File: config.mk
export PLATFORM = sky130hd
export DESIGN_NAME = axi_led_regs
export DESIGN_NICKNAME = d
export VERILOG_FILES = /design/src/rtl/axi_led_regs.sv
export SDC_FILE = /design/constraint.sdc
export NUM_CORES = 1
export LEC_CHECK = 0
export CORE_MARGIN = 1
export CORE_UTILIZATION = 53
export DETAILED_ROUTE_END_ITERATION = 16
export PLACE_DENSITY = 0.8
export SLEW_MARGIN = 20
export SYNTH_ARGS = -nofsm -noshare
export SYNTH_HDL_FRONTEND = slang
export SYNTH_SLANG_ARGS = --single-unit
File: constraint.sdc
create_clock -name sysclk -period 2.85 [get_ports sysclk]
set_input_delay 0.57 -clock sysclk [delete_from_list [all_inputs] [get_ports sysclk]]
set_output_delay 0.57 -clock sysclk [all_outputs]
set_load 0.02 [all_outputs]
File: src/rtl/axi_led_regs.sv
// axi_led_regs: AXI4-Lite register block (CTRL, PERIOD, STATUS, SCRATCH) driving the LED blinker.
// Write and read channels run as independent three-state FSMs; the board switch is 2-flop synchronized.
module axi_led_regs #(
    parameter int          ADDR_W     = 5,
    parameter logic [24:0] PERIOD_RST = 25'h1FFFFFF
) (
    input  logic              sysclk,
    input  logic              rst,
    input  logic [ADDR_W-1:0] s_axi_awaddr,
    input  logic              s_axi_awvalid,
    output logic              s_axi_awready,
    input  logic [31:0]       s_axi_wdata,
    input  logic [3:0]        s_axi_wstrb,
    input  logic              s_axi_wvalid,
    output logic              s_axi_wready,
    output logic [1:0]        s_axi_bresp,
    output logic              s_axi_bvalid,
    input  logic              s_axi_bready,
    input  logic [ADDR_W-1:0] s_axi_araddr,
    input  logic              s_axi_arvalid,
    output logic              s_axi_arready,
    output logic [31:0]       s_axi_rdata,
    output logic [1:0]        s_axi_rresp,
    output logic              s_axi_rvalid,
    input  logic              s_axi_rready,
    input  logic              sw,
    output logic              blink_en,
    output logic              blink_force,
    output logic [24:0]       blink_period
);
    typedef enum logic [1:0] {W_IDLE, W_ACC, W_RESP} w_state_t;
    typedef enum logic [1:0] {R_IDLE, R_ACC, R_DATA} r_state_t;
    w_state_t    r_wr_st, w_wr_nxt;
    r_state_t    r_rd_st, w_rd_nxt;
    logic [2:0]  r_waddr, r_raddr;
    logic [31:0] r_wdata, r_scratch, r_rdata;
    logic [3:0]  r_wstrb;
    logic [1:0]  r_ctrl, r_bresp, r_rresp;
    logic [24:0] r_period, r_blink_period;
    logic        r_sync1, r_sync2, r_blink_en, r_blink_force;
    logic [31:0] w_old, w_merged, w_rd_val;
    logic [1:0]  w_bresp, w_rd_resp;
    logic        w_unused_addr;
    assign w_unused_addr = &{s_axi_awaddr, s_axi_araddr};
    always_comb begin
        w_wr_nxt = (r_wr_st == W_IDLE) ? ((s_axi_awvalid && s_axi_wvalid) ? W_ACC : W_IDLE) :
                   (r_wr_st == W_ACC)  ? W_RESP :
                   (s_axi_bready ? W_IDLE : W_RESP);
        w_rd_nxt = (r_rd_st == R_IDLE) ? (s_axi_arvalid ? R_ACC : R_IDLE) :
                   (r_rd_st == R_ACC)  ? R_DATA :
                   (s_axi_rready ? R_IDLE : R_DATA);
    end
    // Strobe merge against the current register contents; unused bits merge in as 0
    always_comb begin
        w_old = (r_waddr == 3'd0) ? {30'b0, r_ctrl} :
                (r_waddr == 3'd1) ? {7'b0, r_period} :
                (r_waddr == 3'd3) ? r_scratch : 32'b0;
        w_merged = w_old;
        for (int i = 0; i < 4; i++)
            w_merged[8*i +: 8] = r_wstrb[i] ? r_wdata[8*i +: 8] : w_old[8*i +: 8];
        w_bresp = (r_waddr > 3'd3) ? 2'b11 :
                  (r_waddr == 3'd2) ? 2'b10 :
                  (r_waddr == 3'd1 && w_merged[24:0] == 25'b0) ? 2'b10 : 2'b00;
        w_rd_val = (r_raddr == 3'd0) ? {30'b0, r_ctrl} :
                   (r_raddr == 3'd1) ? {7'b0, r_period} :
                   (r_raddr == 3'd2) ? {31'b0, r_sync2} :
                   (r_raddr == 3'd3) ? r_scratch : 32'b0;
        w_rd_resp = (r_raddr > 3'd3) ? 2'b11 : 2'b00;
    end
    always_ff @(posedge sysclk) begin
        if (rst) begin
            r_wr_st        <= W_IDLE;
            r_rd_st        <= R_IDLE;
            r_waddr        <= '0;
            r_raddr        <= '0;
            r_wdata        <= '0;
            r_wstrb        <= '0;
            r_ctrl         <= '0;
            r_period       <= PERIOD_RST;
            r_scratch      <= '0;
            r_bresp        <= '0;
            r_rdata        <= '0;
            r_rresp        <= '0;
            r_sync1        <= 1'b0;
            r_sync2        <= 1'b0;
            r_blink_en     <= 1'b0;
            r_blink_force  <= 1'b0;
            r_blink_period <= PERIOD_RST;
        end else begin
            r_wr_st <= w_wr_nxt;
            r_rd_st <= w_rd_nxt;
            if (r_wr_st == W_IDLE && s_axi_awvalid && s_axi_wvalid) begin
                r_waddr <= s_axi_awaddr[4:2];
                r_wdata <= s_axi_wdata;
                r_wstrb <= s_axi_wstrb;
            end
            if (r_wr_st == W_ACC) begin
                r_bresp <= w_bresp;
                if (w_bresp == 2'b00 && r_waddr == 3'd0) r_ctrl <= w_merged[1:0];
                if (w_bresp == 2'b00 && r_waddr == 3'd1) r_period <= w_merged[24:0];
                if (w_bresp == 2'b00 && r_waddr == 3'd3) r_scratch <= w_merged;
            end
            if (r_rd_st == R_IDLE && s_axi_arvalid) r_raddr <= s_axi_araddr[4:2];
            if (r_rd_st == R_ACC) begin
                r_rdata <= w_rd_val;
                r_rresp <= w_rd_resp;
            end
            r_sync1        <= sw;
            r_sync2        <= r_sync1;
            r_blink_en     <= r_ctrl[0] & r_sync2;
            r_blink_force  <= r_ctrl[1];
            r_blink_period <= r_period;
        end
    end
    // Outputs are forced to their reset values for the whole time rst is high
    assign s_axi_awready = !rst && r_wr_st == W_ACC;
    assign s_axi_wready  = !rst && r_wr_st == W_ACC;
    assign s_axi_bvalid  = !rst && r_wr_st == W_RESP;
    assign s_axi_bresp   = rst ? 2'b00 : r_bresp;
    assign s_axi_arready = !rst && r_rd_st == R_ACC;
    assign s_axi_rvalid  = !rst && r_rd_st == R_DATA;
    assign s_axi_rdata   = rst ? 32'b0 : r_rdata;
    assign s_axi_rresp   = rst ? 2'b00 : r_rresp;
    assign blink_en      = !rst && r_blink_en;
    assign blink_force   = !rst && r_blink_force;
    assign blink_period  = rst ? PERIOD_RST : r_blink_period;
endmodule

* Word level (Yosys, flattened, before mapping)
Index checks and enable logic that the tools add are counted.
Word-level totals: register bits after elaboration 170, input bits 54, output and inout bits 68, logic and storage cells 84
Operators by class: magnitude comparators 2, equal/unequal tests 11, multiplexer cells 27, bitwise operators 1, reductions and logical operators 25
Operators with widths (count):
- 2-to-1 mux 32 bit | 8
- 2-to-1 mux 8 bit | 4
- zero test 25 bit | 1
- 2-to-1 mux 25 bit | 1
- 2-to-1 mux 2 bit | 12
- logical AND 1 bit | 14
- equality test 3 x 2 -> 1 bit (second input constant) | 4
- equality test 3 x 1 -> 1 bit (second input constant) | 2
- > comparator 3 x 2 -> 1 bit (second input constant) | 2
- zero test 2 bit | 3
- zero test 3 bit | 2
- AND reduction 2 bit | 3
- equality test 2 x 1 -> 1 bit (second input constant) | 2
- equality test 2 bit (second input constant) | 2
- != test 4 bit (second input constant) | 1
- AND reduction 3 bit | 1
- 2-to-1 mux 1 bit | 2
- bitwise AND 1 bit | 1
- zero test 1 bit | 1

* Depth between registers and ports, before layout
Gate-level depths: netlist of run 1.
depth in word-level cells 13, depth in mapped cells 9, gate-level depth less buffers 6

* Worst setup path after synthesis of run 1
Ideal clock, no wire load.
kind register to register, start reg r_wdata[2], end reg r_period[18], library setup time 0.121 ns, arrival time 2.297 ns, path slack 0.433 ns, stages on the path, launching flop included 6, buffers on the path 0, clock period less this slack 2.417 ns, cells stage by stage dfxtp_1 > or4_1 > a2111oi_2 > nand3_1 > o41ai_4 > mux2_2
Between the ends: longest elaborated chain between the ends 9
RTL lines:
- start, declared | RTL line 36 | logic [31:0] r_wdata, r_scratch, r_rdata;
- start signal, assigned | RTL line 94 | r_wdata <= s_axi_wdata;
- 2-to-1 mux 8 bit | RTL line 60 | w_merged[8*i +: 8] = r_wstrb[i] ? r_wdata[8*i +: 8] : w_old[8*i +: 8];
- zero test 25 bit | RTL line 63 | (r_waddr == 3'd1 && w_merged[24:0] == 25'b0) ? 2'b10 : 2'b00;
- logical AND 1 bit | RTL line 63
- 2-to-1 mux 2 bit | RTL line 63
- 2-to-1 mux 2 bit | RTL line 62 | (r_waddr == 3'd2) ? 2'b10 :
- 2-to-1 mux 2 bit | RTL line 61 | w_bresp = (r_waddr > 3'd3) ? 2'b11 :
- zero test 2 bit | RTL line 100 | if (w_bresp == 2'b00 && r_waddr == 3'd1) r_period <= w_merged[24:0];
- logical AND 1 bit | RTL line 100
- AND reduction 2 bit (no source line)
- end signal, assigned | RTL line 100
- end, declared | RTL line 39 | logic [24:0] r_period, r_blink_period;
No other way between the ends. A chain may end at the register's enable or synchronous reset.

* Worst setup path in the final report of run 1
start reg r_wr_st[0], end out s_axi_awready
Between the ends: longest elaborated chain between the ends 2
RTL lines:
- start, declared | RTL line 33 | w_state_t r_wr_st, w_wr_nxt;
- start signal, assigned | RTL line 90 | r_wr_st <= w_wr_nxt;
- equality test 2 x 1 -> 1 bit | RTL line 116 | assign s_axi_awready = !rst && r_wr_st == W_ACC;
- logical AND 1 bit | RTL line 116
- end, declared | RTL line 11 | output logic s_axi_awready,
No other way between the ends.

==> results.json, run 1 <==
{
  "grt_use_met2": 0.384,
  "cts_tree": "built",
  "slew_headroom": 0.502,
  "layout_commonest_cell": "dfxtp_1",
  "worst_slack_ns": 0.270,
  "fin_crit_sh": 0.905,
  "slowest_delay_ns": 0.66,
  "synth.avg_cell_area_um2": 8.59,
  "p_sw_w": 0.00123,
  "drt-pass1-iter-count": 5,
  "hold_class": "flop to flop",
  "io_buffers": 117,
  "cts_buffers": 17,
  "critical_path_class": "flop to output port",
  "period_needed_ns": 2.58,
  "grt_pass1_wl_mm": 27.8,
  "pin_count": 122,
  "rr_worst_depth": 8,
  "synthCells": 821,
  "drtAntennaViolNets": 0,
  "cpMaxStageDelayCell": "clkdlybuf4s50_1",
  "clock_latency_ns": 0.43,
  "grtUsageMet1": 0.360,
  "drtIter0Drc": 474,
  "setup_viol": 0,
  "globalRouteMet3Util": 0.0365,
  "synth-xor-area-share": 0,
  "gp_congestion": 0.839,
  "rows": 41,
  "drt_wl_total_mm": 17.6,
  "antenna_found_initial": 0,
  "critPathMaxFanout": 3,
  "synth-main-ff-cell": "dfxtp_1",
  "chipHeight_um": 117,
  "final_nets": 980,
  "startpoint_type": "flop",
  "drive_gt1_frac": 0.128,
  "ys_ff_latch": 169,
  "hp-start": "r_sync1",
  "regToRegEndpoint": "r_period[2]",
  "die_w_um": 117,
  "grt_overflow": 0,
  "synth_compound_area_frac": 0.167,
  "grt_pass1_vias": 5562,
  "fill_cells": 1013,
  "required_ns": 2.28,
  "wl_per_cell_um": 15.8,
  "final_cell_mix": "169 x dfxtp_1, 122 x nand2_1, 116 x clkdlybuf4s50_1, 74 x nor2_1, 59 x a21oi_1",
  "crit_buf_inv": 1,
  "synth.distinct_cells": 48,
  "pwr-share-seq": 0.493,
  "seq_area_frac_synth": 0.480,
  "htreeDepth": 4,
  "drc_errors": 0,
  "worstMarginPinSlew_ns": 0.745,
  "clock_power_share": 0.421,
  "grtUsageTotal": 0.253,
  "clockRootBuffer": "clkbuf_16",
  "cts.repair.resized": 0,
  "yosys_warnings": 0,
  "status": "completed",
  "core-area_um2": 12800,
  "die-area_um2": 13800,
  "rsz0062_at_grt": "false",
  "clock.fmax_mhz": 388,
  "dpl.hpwl_mm": 12.1,
  "clock_skew_ns": 0.00868,
  "hold_buffers": 0,
  "syn_to_final_growth_pct": 27.4,
  "synth_top_family_by_area": "simple AND/OR/NAND/NOR gates",
  "path_cells": "nor2b_1 -> nor2b_1 -> clkdlybuf4s50_1",
  "cpLargestDelayFamily": "buffers and inverters",
  "p_leak_nw": 3.19,
  "yosys.area_share.simple": 0.231,
  "ir_drop_uv": 415,
  "hold_viol_final": 0,
  "grt_start_max_net_pins": 82,
  "synthArstFlopShare": 0,
  "internal_power_w": 0.00375,
  "synth.mux.area_fraction": 0.0724,
  "busiest_layer": "met2",
  "start_util": 0.550,
  "sw_frac_of_total": 0.248,
  "clk_path_buf_depth": 2,
  "cts_sinks": 169,
  "vias_per_cell": 5.58,
  "combPwrFrac": 0.086,
  "critPathCaptureType": "output port",
  "synth_edf_count": 0,
  "dp_slack_ns": 0.0991,
  "clkSlewWorstSetupHoldPaths_ns": 0.06,
  "path_common_cell": "nor2b_1",
  "maxSlewViolCount": 0,
  "power.density_nw_per_um2": 554,
  "whs_path_depth": 1,
  "antennaDiodeCount": 0,
  "rrSetupSlack_ns": 0.27,
  "worst-endpoint-arrival_ns": 2.01,
  "finalSetupTns_ns": 0,
  "drv_cap": 0,
  "holdPathEnd": "r_sync2",
  "dr_total_vias": 6199,
  "worstReg2RegStart": "r_wdata[16]",
  "syn_area_um2": 7060,
  "syn_nets": 875,
  "synthAdderAreaFrac": 0,
  "postCtsSetupBuffers": 0
}
## routing by layer
metal  up-vias  wire [um]
met4         0        327
met1      2879       8230
met3        27       1130
met5         -          0
met2       245       7900
li1       3048          -
## sequential cells by signal (all words and copies together), names as in the netlist, 3 cells and up
name            flops
r_rdata            32
r_raddr             3
r_waddr             3
r_blink_period     25
r_wdata            32
r_period           25
r_wstrb             4
r_scratch          32
## worst max path at each step
stage	start	endpoint	slack, ns	cells past startpoint
final	r_wr_st[0]	s_axi_awready	0.27	3
after global routing	r_wdata[16]	r_period[16]	0.16	8
after CTS	r_wdata[16]	r_period[2]	0.05	7
after detailed placement	r_wdata[16]	r_period[7]	0.1	7
after global placement	r_wdata[16]	r_period[7]	0.16	7
after floorplan	r_wdata[2]	r_period[18]	0.43	5
## logic make-up (layout without fill, tap and decap cells)
group | after synthesis | in the layout
and+or+nand+nor | 337 | 337
AOI/OAI and AO/OA | 180 | 180
DFF | 169 | 169
buffers and inverters | 88 | 206
muxes | 47 | 47
## metrics by stage
| step | util | total power (W) | hold WS (ns) | cells | cell area [um2] |
|---|---|---|---|---|---|
| after global routing | 0.701 | 0.00515 | 0.466 | 1111 | 8990 |
| after CTS | 0.699 | 0.00499 | 0.456 | 1109 | 8970 |
| after detailed placement | 0.657 | 0.00293 | 0.435 | 1077 | 8430 |
| after floorplan | - | 0.00275 | 0.414 | 821 | 7060 |
| after global placement | 0.657 | 0.00291 | 0.429 | 1077 | 8430 |
| final | 0.701 | 0.00498 | 0.456 | 1111 | 8990 |
## area by class of cell
| cell class | count | area [um2] | share of cell area |
|---|---|---|---|
| Tap cell | 172 | 215 | 0.0239 |
| Sequential cell | 169 | 3380 | 0.376 |
| Multi-Input combinational cell | 564 | 3340 | 0.371 |
| Inverter | 25 | 93.8 | 0.0104 |
| Clock buffer | 18 | 439 | 0.0488 |
| Clock inverter | 14 | 98.8 | 0.0110 |
| Timing Repair Buffer | 149 | 1420 | 0.158 |
## synthesized netlist by cell type (2+ instances only)
cell type  instances  share of area
nor4_1             9         0.0080
or4_1              3         0.0032
nand3b_1          14          0.015
a22oi_1           18          0.019
mux2i_1           24          0.034
dfxtp_1          169           0.48
nand3_1           15          0.011
mux2_1             2         0.0032
nor4b_1            2         0.0025
buf_2              6         0.0043
nand2_1          122          0.065
a21oi_1           59          0.042
nor2_1            75          0.040
a2bb2oi_1         11          0.014
o22ai_1           23          0.020
buf_1              5         0.0027
mux2_2            20          0.032
buf_4              2         0.0021
nor3b_1            3         0.0032
o21ai_0           25          0.018
a32o_1             7         0.0099
inv_1             25          0.013
o32a_1             2         0.0028
nor3_1             4         0.0028
a211oi_1          23          0.024
or2_2             28          0.025
clkbuf_1          49          0.026
nor2b_1           51          0.045
nand2b_1           6         0.0053
## power by group through the flow
| stage | Clock (W) | Sequential, W | Combinational [W] |
|---|---|---|---|
| after floorplan | 0 | 0.00249 | 0.000266 |
| after global placement | 0 | 0.00250 | 0.000412 |
| after detailed placement | 0 | 0.00250 | 0.000422 |
| after CTS | 0.00211 | 0.00245 | 0.000425 |
| after global routing | 0.00223 | 0.00246 | 0.000459 |
| final | 0.00210 | 0.00245 | 0.000427 |
Note: power is estimated with default switching activity, not from simulation.
==> run 2, diff against run 1 <==
--- a/config.mk
+++ b/config.mk
@@ -9,6 +9,7 @@
 export CORE_UTILIZATION = 53
 export DETAILED_ROUTE_END_ITERATION = 16
 export PLACE_DENSITY = 0.8
+export RECOVER_POWER = 50
 export SLEW_MARGIN = 20
 export SYNTH_ARGS = -nofsm -noshare
 export SYNTH_HDL_FRONTEND = slang
==> run 2 against run 1 <==
Effect of this change:
- the flow now finishes with violations (max-capacitance violations, max-slew violations)
- clock-buffer cell count unchanged
- hold slack hardly changed
- worst setup slack about the same
- register-to-register slack is essentially flat
- sequential power is essentially flat
- non-clock buffer count stayed put
- clock power about the same
- via count barely moved
- utilization down 0.29 points
- cell count unchanged
- combinational power fell by 0.9%
- largest cell class unchanged
- highest routed layer unchanged
==> results.json, run 2 (synthesis gave the netlist of run 1 again) <==
{
  "path_cells": "or4_1 -> o31a_1 -> a21oi_1 -> nand4b_1 -> o41ai_4 -> buf_4 -> buf_4 -> mux2i_1",
  "violations": "max-capacitance violations, max-slew violations",
  "drive_gt1_frac": 0.119,
  "power.density_nw_per_um2": 556,
  "grt_start_max_net_pins": 82,
  "clk_path_buf_depth": 2,
  "hold_class": "flop to flop",
  "wl_met2_mm": 7.87,
  "cts_sinks": 169,
  "p_leak_nw": 3.17,
  "drtIter0Drc": 539,
  "hold_buffers": 0,
  "clock_power_share": 0.422,
  "path_common_cell": "buf_4",
  "setup_viol": 0,
  "pin_count": 122,
  "drv_cap": 1,
  "final_nets": 980,
  "worst-endpoint-arrival_ns": 2.93,
  "worstMarginPinSlew_ns": 1.59,
  "antennaDiodeCount": 0,
  "critPathMaxFanout": 11,
  "gp_congestion": 0.839,
  "clockRootBuffer": "clkbuf_16",
  "clkSlewWorstSetupHoldPaths_ns": 0.07,
  "fin_crit_sh": 0.905,
  "top_regs": "r_rdata x32, r_scratch x32, r_wdata x32",
  "grt_overflow": 0,
  "sw_frac_of_total": 0.248,
  "dpl.hpwl_mm": 12.1,
  "layout_commonest_cell": "dfxtp_1",
  "htreeDepth": 4,
  "cpLargestDelayFamily": "compound AO/OA/AOI/OAI gates",
  "syn_to_final_growth_pct": 26.9,
  "grtUsageTotal": 0.253,
  "antenna_found_initial": 0,
  "die_w_um": 117,
  "ir_drop_uv": 417,
  "vias_per_cell": 5.58,
  "rows": 41,
  "maxSlewViolCount": 40,
  "drc_errors": 0,
  "rsz0062_at_grt": "false",
  "dr_total_vias": 6194,
  "final_cell_mix": "169 x dfxtp_1, 122 x nand2_1, 115 x clkdlybuf4s50_1, 74 x nor2_1, 59 x a21oi_1",
  "cts.repair.resized": 0,
  "route.met3.wl_mm": 1.12,
  "core-area_um2": 12800,
  "finalSetupTns_ns": 0,
  "grt_pass1_wl_mm": 27.8,
  "clock_latency_ns": 0.43,
  "cts_buffers": 17,
  "chipHeight_um": 117,
  "fill_cells": 1030,
  "grt_pass1_vias": 5562,
  "pwr-share-seq": 0.493,
  "internal_power_w": 0.00374,
  "period_needed_ns": 2.58,
  "clock.fmax_mhz": 388,
  "crit_buf_inv": 2,
  "hold_viol_final": 0,
  "cts_tree": "built",
  "io_buffers": 117,
  "combPwrFrac": 0.085,
  "worst_slack_ns": 0.270,
  "drtAntennaViolNets": 0,
  "critical_path_class": "flop to flop",
  "dp_slack_ns": 0.0991,
  "slowest_delay_ns": 0.54,
  "cpMaxStageDelayCell": "or4_1",
  "rrSetupSlack_ns": 0.27,
  "final_util": 0.698,
  "startpoint_type": "flop",
  "die-area_um2": 13800,
  "required_ns": 3.20,
  "slew_headroom": -0.0601,
  "clock_skew_ns": 0.0102,
  "p_sw_w": 0.00123,
  "topRoutingLayerUsed": "met4",
  "drt-pass1-iter-count": 6,
  "status": "finished with violations",
  "drt_wl_total_mm": 17.6,
  "critPathCaptureType": "flop",
  "p_total_w": 0.00497,
  "start_util": 0.550,
  "wl_met1_mm": 8.26,
  "wl_per_cell_um": 15.8
}
==> run 2: cell count changes in the layout (fill, tap and decap cells not counted), sizes merged <==
cell           change
clkdlybuf4s50      -1
dlygate4sd3        +1
clkbuf            +10
buf               -10
==> run 2: final timing paths <==
check	from	endpoint	cells past startpoint
hold / removal	r_sync1	r_sync2	1
setup reg to reg	r_wdata[16]	r_period[7]	8
setup / recovery	r_wdata[16]	r_period[7]	8
hold reg to reg	r_sync1	r_sync2	1
==> run 2: what timing repair did <==
action | 4_1_cts | 5_1_grt
buffers inserted | 0 | 2
endpoints found under the hold margin | 0 | 0
setup endpoints to repair | 0 | 13
==> run 2: final cells by class <==
cell class / instances / area, um2 / area share
sequential: 169 / 3380 / 0.378
timing repair buffer: 149 / 1390 / 0.155
tap: 172 / 215 / 0.0240
multi-input combinational: 564 / 3330 / 0.372
clock inverter: 14 / 98.8 / 0.0110
inverter: 25 / 93.8 / 0.0105
clock buffer: 18 / 439 / 0.0490
==> run 2: power groups by stage <==
stage               Sequential (W)  Combinational, W  Clock [W]
global route               0.00246          0.000455    0.00223
floorplan                  0.00249          0.000266          0
global placement           0.00250          0.000412          0
finish                     0.00245          0.000423    0.00210
detailed placement         0.00250          0.000422          0
CTS                        0.00245          0.000425    0.00211
==> run 2: metrics by stage <==
| step | cell area [um2] | hold slack (ns) | instances |
|---|---|---|---|
| final | 8950 | 0.455 | 1111 |
| after global routing | 8950 | 0.466 | 1111 |
| after CTS | 8970 | 0.456 | 1109 |
| after detailed placement | 8430 | 0.435 | 1077 |
| after global placement | 8430 | 0.429 | 1077 |
| after floorplan | 7060 | 0.414 | 821 |
==> run 2: per-layer routing <==
layer | up-vias | global-route usage
li1 | 3054 | -
met1 | 2883 | 0.360
met2 | 233 | 0.384
met3 | 24 | 0.0365
met4 | 0 | 0.102
met5 | - | 0
